===== src/rtl/multicycle_sequencer.sv =====
// rtl/multicycle_sequencer.sv - multicycle IF/ID/EX/MEM/WB control sequencer with retire and cycle counters
module multicycle_sequencer #(
  parameter int PC_WIDTH  = 3,
  parameter int LAST_PC   = 7,
  parameter int CNT_WIDTH = 16,
  parameter int EX_WAIT   = 0
) (
  input  logic                 clk,
  input  logic                 reset,
  input  logic [PC_WIDTH-1:0]  program_counter,
  input  logic                 mem_op,
  input  logic                 ex_done,
  input  logic                 mem_ready,
  input  logic                 halt,
  input  logic                 restart,
  output logic [2:0]           state,
  output logic                 done,
  output logic [CNT_WIDTH-1:0] retired,
  output logic [CNT_WIDTH-1:0] cycles
);

  typedef enum logic [2:0] {
    ST_IF     = 3'd0,
    ST_ID     = 3'd1,
    ST_EX     = 3'd2,
    ST_MEM    = 3'd3,
    ST_WB     = 3'd4,
    ST_OUTPUT = 3'd5
  } state_t;

  localparam logic [PC_WIDTH-1:0]  LAST_PC_V = PC_WIDTH'(LAST_PC);
  localparam logic [CNT_WIDTH-1:0] CNT_MAX   = '1;

  state_t                state_q;
  state_t                state_d;
  logic                  mem_q;
  logic                  mem_d;
  logic [CNT_WIDTH-1:0]  retired_q;
  logic [CNT_WIDTH-1:0]  cycles_q;
  logic                  ex_go;

  // ex_done only gates EX when the wait option is built in
  assign ex_go = (EX_WAIT == 0) || ex_done;

  always_comb begin
    state_d = state_q;
    mem_d   = mem_q;
    case (state_q)
      ST_IF: state_d = ST_ID;
      ST_ID: begin
        state_d = ST_EX;
        mem_d   = mem_op;
      end
      ST_EX: begin
        if (ex_go) state_d = mem_q ? ST_MEM : ST_WB;
      end
      ST_MEM: begin
        if (mem_ready) state_d = ST_WB;
      end
      ST_WB: begin
        if ((program_counter < LAST_PC_V) && !halt) state_d = ST_IF;
        else                                        state_d = ST_OUTPUT;
      end
      ST_OUTPUT: begin
        if (restart) state_d = ST_IF;
      end
      default: state_d = ST_OUTPUT;
    endcase
  end

  always_ff @(posedge clk) begin
    if (reset) begin
      state_q   <= ST_IF;
      mem_q     <= 1'b0;
      retired_q <= '0;
      cycles_q  <= '0;
    end else begin
      state_q <= state_d;
      mem_q   <= mem_d;
      if ((state_q == ST_OUTPUT) && restart) begin
        retired_q <= '0;
        cycles_q  <= '0;
      end else begin
        // both counters saturate instead of wrapping
        if ((state_q == ST_WB) && (retired_q != CNT_MAX)) retired_q <= retired_q + 1'b1;
        if ((state_q != ST_OUTPUT) && (cycles_q != CNT_MAX)) cycles_q <= cycles_q + 1'b1;
      end
    end
  end

  assign state   = state_q;
  assign done    = (state_q == ST_OUTPUT);
  assign retired = retired_q;
  assign cycles  = cycles_q;

endmodule


===== config.mk =====
export PLATFORM = sky130hd
export DESIGN_NAME = multicycle_sequencer
export DESIGN_NICKNAME = d
export VERILOG_FILES = /design/src/rtl/multicycle_sequencer.sv
export SDC_FILE = /design/constraint.sdc
export NUM_CORES = 1
export LEC_CHECK = 0
export ABC_CLOCK_PERIOD_IN_PS = 2600
export BUFFER_PORTS_ARGS = -buffer_cell sky130_fd_sc_hd__buf_2
export CORE_ASPECT_RATIO = 2
export CORE_MARGIN = 10
export CORE_UTILIZATION = 55
export CTS_CLUSTER_SIZE = 30
export DETAILED_ROUTE_END_ITERATION = 6
export GPL_TIMING_DRIVEN = 0
export PLACE_DENSITY = 0.79
export SYNTH_ARGS = -nofsm -noshare
export SYNTH_HDL_FRONTEND = slang
export SYNTH_SLANG_ARGS = --single-unit
export TNS_END_PERCENT = 20

===== constraint.sdc =====
create_clock -name clk -period 2.6 [get_ports clk]
set_input_delay 0.13 -clock clk [delete_from_list [all_inputs] [get_ports clk]]
set_output_delay 0.13 -clock clk [all_outputs]
set_load 0.02 [all_outputs]

==> results of run 1 <==
-- power by group --
group,leakage (nW),internal (mW),switching [mW]
logic,0.515,0.0707,0.117
registers,0.291,0.574,0.0186
clock network,0.0541,0.284,0.209
-- cell families after synthesis --
logic type      share of synthesized area (%)
simple gates                             34.3
compound gates                           8.93
fa+ha+maj                                1.37
flops                                    39.6
xor+xnor                                 12.0
mux                                     0.550
buf+inv                                  3.30
-- flip-flops by register name, indices dropped and copies added, names as in the netlist --
name	cells
cycles	16
retired	16
state	3
mem_q	1
-- cells in the mapped netlist, drive strengths merged --
| cell | n | area [um2] |
|---|---|---|
| a21oi | 10 | 50.1 |
| mux2i | 1 | 10.0 |
| nor3b | 4 | 35.0 |
| nor3 | 10 | 50.1 |
| o31ai | 2 | 15.0 |
| a21bo | 1 | 10.0 |
| a21o | 1 | 7.51 |
| dfxtp | 36 | 721 |
| and2 | 1 | 6.26 |
| nand3 | 15 | 75.1 |
| xor2 | 9 | 78.8 |
| nor2 | 34 | 128 |
| nand4 | 11 | 75.1 |
| or3b | 1 | 8.76 |
| nor4b | 1 | 8.76 |
| xnor2 | 15 | 139 |
| a211oi | 2 | 15.0 |
| o21ai | 7 | 35.0 |
| or4 | 1 | 7.51 |
| nand2 | 9 | 33.8 |
| a31oi | 1 | 6.26 |
| o2111ai | 1 | 8.76 |
| buf | 4 | 22.5 |
| o22ai | 1 | 6.26 |
| ha | 2 | 25.0 |
| and3 | 6 | 42.5 |
| inv | 6 | 22.5 |
| or3 | 5 | 31.3 |
| a311oi | 1 | 8.76 |
| nor2b | 1 | 6.26 |
| clkbuf | 4 | 15.0 |
| and4 | 3 | 26.3 |
| nand3b | 2 | 15.0 |
| nand2b | 2 | 12.5 |
| nor4 | 8 | 62.6 |
-- through the flow --
step,instances,utilization [%],hold WS [ps]
after floorplan,218,-,199
after global placement,293,65.1,368
after detailed placement,293,65.1,368
after CTS,301,68.6,63.1
after global routing,301,68.6,71.5
final,301,68.6,63.2
-- path summary, 6_finish.rpt --
kind / start / endpoint
worst max-delay path: retired[0] / retired[2]
worst min-delay path: reset / state[0]
worst max register to register: retired[0] / retired[2]
worst min register to register: retired[1] / retired[1]
-- layout make-up --
type	instances	area, um2
flip-flops and latches	36	721
well taps	31	38.8
plain buffers	8	37.5
clock inverters	3	42.5
repair buffers	44	220
inverters	6	22.5
fillers	278	1000
multi-input cells	168	1040
clock buffers	5	68.8
-- per-layer routing --
layer,track usage [%],up-vias
li1,-,886
met1,15.3,817
met2,26.8,61
met3,4.89,6
met4,11.0,0
met5,0,-
==> results_dict.tcl, run 1 <==
set metrics [dict create \
    vdd_drop_max_uv 651 \
    die_w_um 60.7 \
    final_common_cell "buf_2" \
    cp_cell_sequence "ha_1 > nand3_1 > or4_1 > buf_2 > and3_4 > xnor2_2 > nor2_1" \
    syn_inst 218 \
    max_freq_mhz 484 \
    clkSlewWorstSetupHoldPaths_ps 80 \
    cpLargestDelayFamily "simple AND/OR/NAND/NOR gates" \
    clkLatencyLatePin_ps 290 \
    cp-start-kind "flop" \
    synth_nets 230 \
    setup_viol 0 \
    start_util_pct 57.0 \
    yosys_register_bits 36 \
    nNetsFinal 281 \
    portBuffers 44 \
    dr.pass1.iters 4 \
    hold_viol 0 \
    top_layer_used "met4" \
    required_ps 2760 \
    grt_setup_unrepaired "false" \
    cts_made_buffers 5 \
    power_mw 1.27 \
    relSlewSlack_pct 54.0 \
    drt-total-wl_um 4560 \
    pre_cts_ws_ps 577 \
    h-tree-depth 2 \
    ant_nets 0 \
    design.die.area_um2 6150 \
    wl_met3_um 403 \
    fin_crit_ps 2070 \
    wl_met1_um 1670 \
    worst_path_max_delay_cell "or4_1" \
    placed_area_um2 2080 \
    cts_hold_buf 0 \
    final_cell_area_um2 2190 \
    grt_pass1_wl_um 7710 \
    p_per_area_nw_per_um2 581 \
    finalMaxSlewViolations 0 \
    crit_fanout 6 \
    syn_area_per_cell_um2 8.35 \
    cts_setup_buffers 0 \
    synth_cell_types 43 \
    setup_ws_ps 533 \
    finalSetupTns_ps 0 \
    overflow 0 \
    wl_met2_um 2420 \
    via_per_inst 5.88 \
    yosysSeqAreaShare_pct 39.6 \
    cts_repair_resize_count 0 \
    synth_area_um2 1820 \
    avgRoutedWirePerCell_um 15.1 \
    drt_iter0_markers 53 \
    hpwl_um 3540 \
    cp_num_buf_inv 1 \
    fp-row-count 29 \
    cts_tree "done" \
    grt_max_degree 13 \
    n_antenna_cell 0 \
    grt_pass1_vias 1774 \
    layout_common_cells "buf_2, dfxtp_1, nor2_1" \
    maxCapViolCount 0 \
    cts-root-buf "clkbuf_8" \
    slowest_delay_ps 550 \
    r2r_cells 7 \
    hold_class "in2reg" \
    crit_path_end_kind "flop" \
    yosys_warnings 0 \
    clock_sinks 36 \
    place_congestion 0.905 \
    whs_path_depth 2 \
    power.leakage_nw 0.860 \
    fin_worst_skew_ps 6.39 \
    ios 46 \
    antenna_found_initial 0 \
    finalCritPeriodShare_pct 79.5 \
    regToRegSetupSlack_ps 530 \
    drc_errors 0 \
    cts_buffer_depth 2 \
    path_class "reg2reg" \
    vias 1770 \
    critPathArrivalTime_ps 2230 \
    drive_above_1_share_pct 23.3 \
    synthToLayoutAreaGrowth_pct 20.3 \
    die_h_um 101 \
    outcome "completed" \
    grt_use_total_pct 15.8 \
    cp.depth 7 \
    core_area_um2 3190 \
    tightest_slew_ps 684 \
]
No activity file was read; power rests on OpenSTA's default activity.
==> inputs of run 2 (changes only) <==
- ABC_AREA: unset -> 1
- ABC_CLOCK_PERIOD_IN_PS: 2600 -> 1900
- CORE_UTILIZATION: 55 -> 49
- PLACE_DENSITY: 0.79 -> 0.73
- clock period: 2.6 -> 1.9 ns (I/O delays scaled with it)
==> run 2 against run 1 <==
Effect of this change:
- combinational power increased to 2.8 times the previous value
- total power increased by 65%
- critical endpoint is now cycles[0]
- core utilization decreased by 8.0 points
- register-to-register slack got worse by 340 ps
- largest cell class unchanged
- largest power group unchanged
- area after synthesis increased by 15%
==> results_dict.tcl, run 2 <==
set metrics [dict create \
    core_area_um2 4130 \
    ios 46 \
    power_mw 2.11 \
    drc_errors 0 \
    syn_area_per_cell_um2 6.34 \
    r2r_cells 9 \
    final_cell_area_um2 2500 \
    grt_pass1_vias 2118 \
    synth-simple-area-share_pct 40.3 \
    clkLatencyLatePin_ps 290 \
    max_freq_mhz 585 \
    antenna_found_initial 0 \
    synth_xor_area_share_pct 4.61 \
    synth_compound_area_share_pct 10.6 \
    critPathArrivalTime_ps 1890 \
    ant_nets 0 \
    dr.pass1.iters 4 \
    drive_above_1_share_pct 18.5 \
    finalCritPeriodShare_pct 90.0 \
    synthToLayoutAreaGrowth_pct 19.6 \
    maxCapViolCount 0 \
    cts_tree "done" \
    synth_edf_count 0 \
    n_antenna_cell 0 \
    synth_cell_types 23 \
    path_class "reg2reg" \
    cts-root-buf "clkbuf_8" \
    grt_max_degree 13 \
    avgRoutedWirePerCell_um 12.7 \
    fin_worst_skew_ps 12.6 \
    hpwl_um 4330 \
    vias 2221 \
    ys.flop_type "dfxtp_1" \
    fin_crit_ps 1710 \
    yosys_warnings 0 \
    via_per_inst 5.11 \
    drt_iter0_markers 76 \
    design.die.area_um2 7440 \
    placed_area_um2 2380 \
    vdd_drop_max_uv 496 \
    die_h_um 112 \
    synthAdderAreaFrac_pct 1.20 \
    cts_setup_buffers 0 \
    whs_path_depth 3 \
    hold_class "in2reg" \
    h-tree-depth 2 \
    crit_path_end_kind "flop" \
    overflow 0 \
    power.leakage_nw 1.10 \
    synth_mux_area_share_pct 0 \
    place_congestion 0.838 \
    grt_use_total_pct 14.7 \
    crit_fanout 10 \
    syn_inst 330 \
    nNetsFinal 394 \
    synth_nets 342 \
    p_per_area_nw_per_um2 842 \
    final.fill_count 428 \
    die_w_um 66.2 \
    fp-row-count 33 \
    synth_top_family_by_area "simple AND/OR/NAND/NOR gates" \
    finalSetupTns_ps 0 \
    yosys_register_bits 36 \
    synth.area.top_cells "dfxtp_1, nand2_1, nor2_1, a21oi_1, nand3_1" \
    grt_pass1_wl_um 8970 \
    cp-start-kind "flop" \
    yosysTopAreaCell "dfxtp_1" \
    portBuffers 44 \
    cts_made_buffers 5 \
    setup_viol 0 \
    regToRegSetupSlack_ps 190 \
    finalMaxSlewViolations 0 \
    synth_area_um2 2090 \
    grt_setup_unrepaired "false" \
    synthArstFlopShare_pct 0 \
    start_util_pct 50.7 \
    cts_buffer_depth 2 \
    relSlewSlack_pct 73.2 \
    required_ps 2080 \
    yosysSeqAreaShare_pct 34.4 \
    drt-total-wl_um 5510 \
    clock_sinks 36 \
    yosysMostFrequentCell "nand2_1" \
    hold_viol 0 \
    synth_common_cells "nand2_1, nor2_1, dfxtp_1" \
    clkSlewWorstSetupHoldPaths_ps 80 \
    tightest_slew_ps 400 \
    final_common_cell "nand2_1" \
    layout_common_cells "nand2_1, nor2_1, buf_2" \
    outcome "completed" \
    synth_top_area_share_pct 34.4 \
]
==> run 2: changes by cell type after synthesis, moves of 4 or more <==
cell      previous run  this run
a21oi_1             10        31
nand3_1             15        24
or3_1                5         0
nand2_1              9       118
nor2_1              34        44
and3_1               5         0
nor3_1              10         1
xnor2_1             14         3
inv_1                5        31
nor4_1               6         0
clkbuf_1             4         0
==> run 2: routing by layer <==
metal	part of all wire (%)	GRT usage (%)	up-vias	wire, um
met5	0	0	-	0
met4	2.9	7.45	0	161
met3	4.3	3.09	15	235
met2	57	28.5	48	3160
met1	35	13.1	1008	1950
li1	-	-	1150	-
==> run 2: power breakdown <==
group / internal (mW) / switching, mW
Sequential: 0.815 / 0.0885
Clock: 0.389 / 0.297
Combinational: 0.181 / 0.336
==> run 2: area by class of cell <==
cell class | instances | area [um2] | share of cell area (%)
tap | 52 | 65.1 | 2.60
clock buffer | 5 | 68.8 | 2.75
buffer | 6 | 56.3 | 2.25
timing repair buffer | 45 | 230 | 9.20
multi-input combinational | 254 | 1190 | 47.5
sequential | 36 | 722 | 28.8
clock inverter | 3 | 42.5 | 1.70
inverter | 34 | 128 | 5.10
==> run 2: critical path, cell delays in order (launching register included) <==
cell and delay, ps:
dfxtp_1 420, ha_2 240, nand2_1 70, nor2_2 140
nand2_1 140, nor2_1 160, nor2_2 100, buf_4 190
nor2_1 90, nor2_1 50
==> run 2: final timing paths <==
check             from        end
max          cycles[1]  cycles[0]
min             mem_op      mem_q
max reg2reg  cycles[1]  cycles[0]
min reg2reg      mem_q      mem_q
==> run 2: per-stage QoR <==
step                      worst slack (ps)  cells  util (%)  hold slack (ps)
after floorplan                        224    330         -              164
after global placement                 140    426      57.6              272
after detailed placement               141    426      57.6              279
after CTS                              119    435      60.5              107
after global routing                  8.00    435      60.6              128
final                                  190    435      60.6              110
==> run 2: cells by family (layout without fill, tap and decap cells) <==
group,count (synthesis),count (layout)
simple gates,202,202
buf+inv,40,93
compound gates,39,39
flops,36,36
xor+xnor,11,11
fa+ha+maj,2,2
==> run 2: what timing repair did <==
| item | in CTS | in global routing |
|---|---|---|
| hold buffers | 1 | 0 |
| hold endpoints to repair | 1 | 0 |
| gates resized for setup | 0 | 2 |
| endpoints found under the setup margin | 0 | 9 |
==> inputs of run 3 (changes only) <==
--- a/config.mk
+++ b/config.mk
@@ -14,5 +14,4 @@
 export CTS_CLUSTER_SIZE = 30
 export DETAILED_ROUTE_END_ITERATION = 6
-export GPL_TIMING_DRIVEN = 0
 export PLACE_DENSITY = 0.73
 export SYNTH_ARGS = -nofsm -noshare
==> constraint.sdc (replaced) <==
create_clock -name clk -period 1.9 [get_ports clk]
set_input_delay 0.095 -clock clk [delete_from_list [all_inputs] [get_ports clk]]
set_output_delay 0.095 -clock clk [all_outputs]
set_load 0.01 [all_outputs]
==> run 3 against run 2 <==
Effect of this change:
- clock power shrank 17%
- sequential share of layout area grew 0.14 points
- total power shrank 7.2%
- core utilization shrank 0.39 points
- non-clock buffer count is the same
- final cell count is the same
- design area shrank 0.65%
- global-route usage grew 0.25 points
- clock-buffer cell count grew 1
- die area is the same
- critical endpoint is now retired[13]
==> results_dict.tcl, run 3 (synthesis results as in run 2) <==
set metrics [dict create \
    clkLatencyLatePin_ps 280 \
    cts_setup_buffers 0 \
    design.die.area_um2 7440 \
    critPathArrivalTime_ps 1860 \
    slowest_delay_ps 400 \
    n_antenna_cell 0 \
    fin_worst_skew_ps 4.00 \
    cts-root-buf "clkbuf_8" \
    core_area_um2 4130 \
    cp_num_buf_inv 0 \
    finalSetupTns_ps 0 \
    clkSlewWorstSetupHoldPaths_ps 80 \
    crit_fanout 16 \
    cp-start-kind "flop" \
    hold_class "in2reg" \
    overflow 0 \
    maxCapViolCount 0 \
    clock_sinks 36 \
    die_w_um 66.2 \
    cts_buffer_depth 2 \
    synthToLayoutAreaGrowth_pct 18.8 \
    drt-total-wl_um 5450 \
    fin_crit_ps 1680 \
    setup_viol 0 \
    final_common_cell "nand2_1" \
    grt_pass1_vias 2233 \
    finalMaxSlewViolations 0 \
    grt_max_degree 22 \
    cts_tree "done" \
    dr.pass1.iters 4 \
    worst_path_max_delay_cell "dfxtp_1" \
    hpwl_um 4240 \
    power.leakage_nw 1.10 \
    regToRegSetupSlack_ps 220 \
    drc_errors 0 \
    nNetsFinal 394 \
    layout_common_cells "nand2_1, nor2_1, buf_2" \
    h-tree-depth 2 \
    vdd_drop_max_uv 728 \
    cp.depth 8 \
    power_mw 1.95 \
    rr_startpoint "retired[0]" \
    finalCritPeriodShare_pct 88.4 \
    cp_cell_sequence "ha_1 > nand2_1 > nor2_1 > nand2_1 > nor2_1 > nor2_4 > a21oi_1 > nor2_1" \
    fp-row-count 33 \
    relSlewSlack_pct 72.8 \
    place_congestion 0.787 \
    via_per_inst 5.09 \
    drive_above_1_share_pct 18.0 \
    ant_nets 0 \
    path_class "reg2reg" \
    grt_setup_unrepaired "false" \
    setup.worst_path.start "retired[0]" \
    start_util_pct 50.7 \
    max_freq_mhz 595 \
    die_h_um 112 \
    ios 46 \
    tightest_slew_ps 407 \
    crit_path_end_kind "flop" \
    drt_iter0_markers 105 \
    worstHoldStart "mem_op" \
    portBuffers 44 \
    crit_end "retired[13]" \
    grt_pass1_wl_um 9250 \
    outcome "completed" \
    r2r_cells 8 \
    cp_common_cell "nor2_1" \
    vias 2214 \
    reg2reg_to "retired[13]" \
    cts_made_buffers 5 \
    required_ps 2080 \
    p_per_area_nw_per_um2 786 \
    cpLargestDelayFamily "simple AND/OR/NAND/NOR gates" \
    hold_viol 0 \
    avgRoutedWirePerCell_um 12.5 \
    antenna_found_initial 0 \
    grt_use_total_pct 14.9 \
]
==> run 3: metrics by stage <==
stage,area (um2),std cells,utilization (%),setup slack (ps),hold WS [ps]
floorplan,2090,330,-,320,164
global placement,2380,426,57.6,107,272
detailed placement,2380,426,57.6,54.6,274
CTS,2480,435,60.1,32.2,128
global route,2490,435,60.2,55.6,170
finish,2490,435,60.2,220,134
==> run 3: what timing repair did <==
| item | CTS | global route |
|---|---|---|
| setup endpoints to repair | 0 | 14 |
| endpoints found under the hold margin | 1 | 0 |
| resized for setup | 0 | 1 |
| hold buffers | 1 | 0 |
==> run 3: area by class of cell <==
type,instances,area (um2)
fill,422,1640
multi-input combinational,254,1190
sequential,36,721
timing repair buffer,51,288
inverter,34,128
clock buffer,6,82.6
tap,52,65.1
clock inverter,2,10.0
==> run 3: worst min path at each step <==
| stage | end | slack [ps] | cells after the start |
|---|---|---|---|
| finish | mem_q | 130 | 3 |
| global route | mem_q | 170 | 3 |
| CTS | mem_q | 130 | 3 |
| detailed placement | state[0] | 270 | 2 |
| global placement | state[0] | 270 | 2 |
| floorplan | state[0] | 160 | 1 |
==> run 3: power by group <==
part	internal (mW)	total (mW)	switching, mW
combinational	0.183	0.494	0.311
sequential	0.814	0.891	0.0768
clock	0.290	0.570	0.280
total	1.29	1.95	0.668
==> run 3: worst reg2reg max path: stages (launching register included) <==
cell     delay [ps]
dfxtp_1         400
ha_1            270
nand2_1          70
nor2_1          110
nand2_1         130
nor2_1          230
nor2_4          130
a21oi_1         160
nor2_1           60
==> run 3: per-layer routing <==
layer / up-vias / routed length (um) / GRT usage [%]
li1: 1155 / - / -
met1: 1012 / 1960 / 13.0
met2: 45 / 3150 / 29.7
met3: 2 / 296 / 4.08
met4: 0 / 34 / 5.34
met5: - / 0 / 0
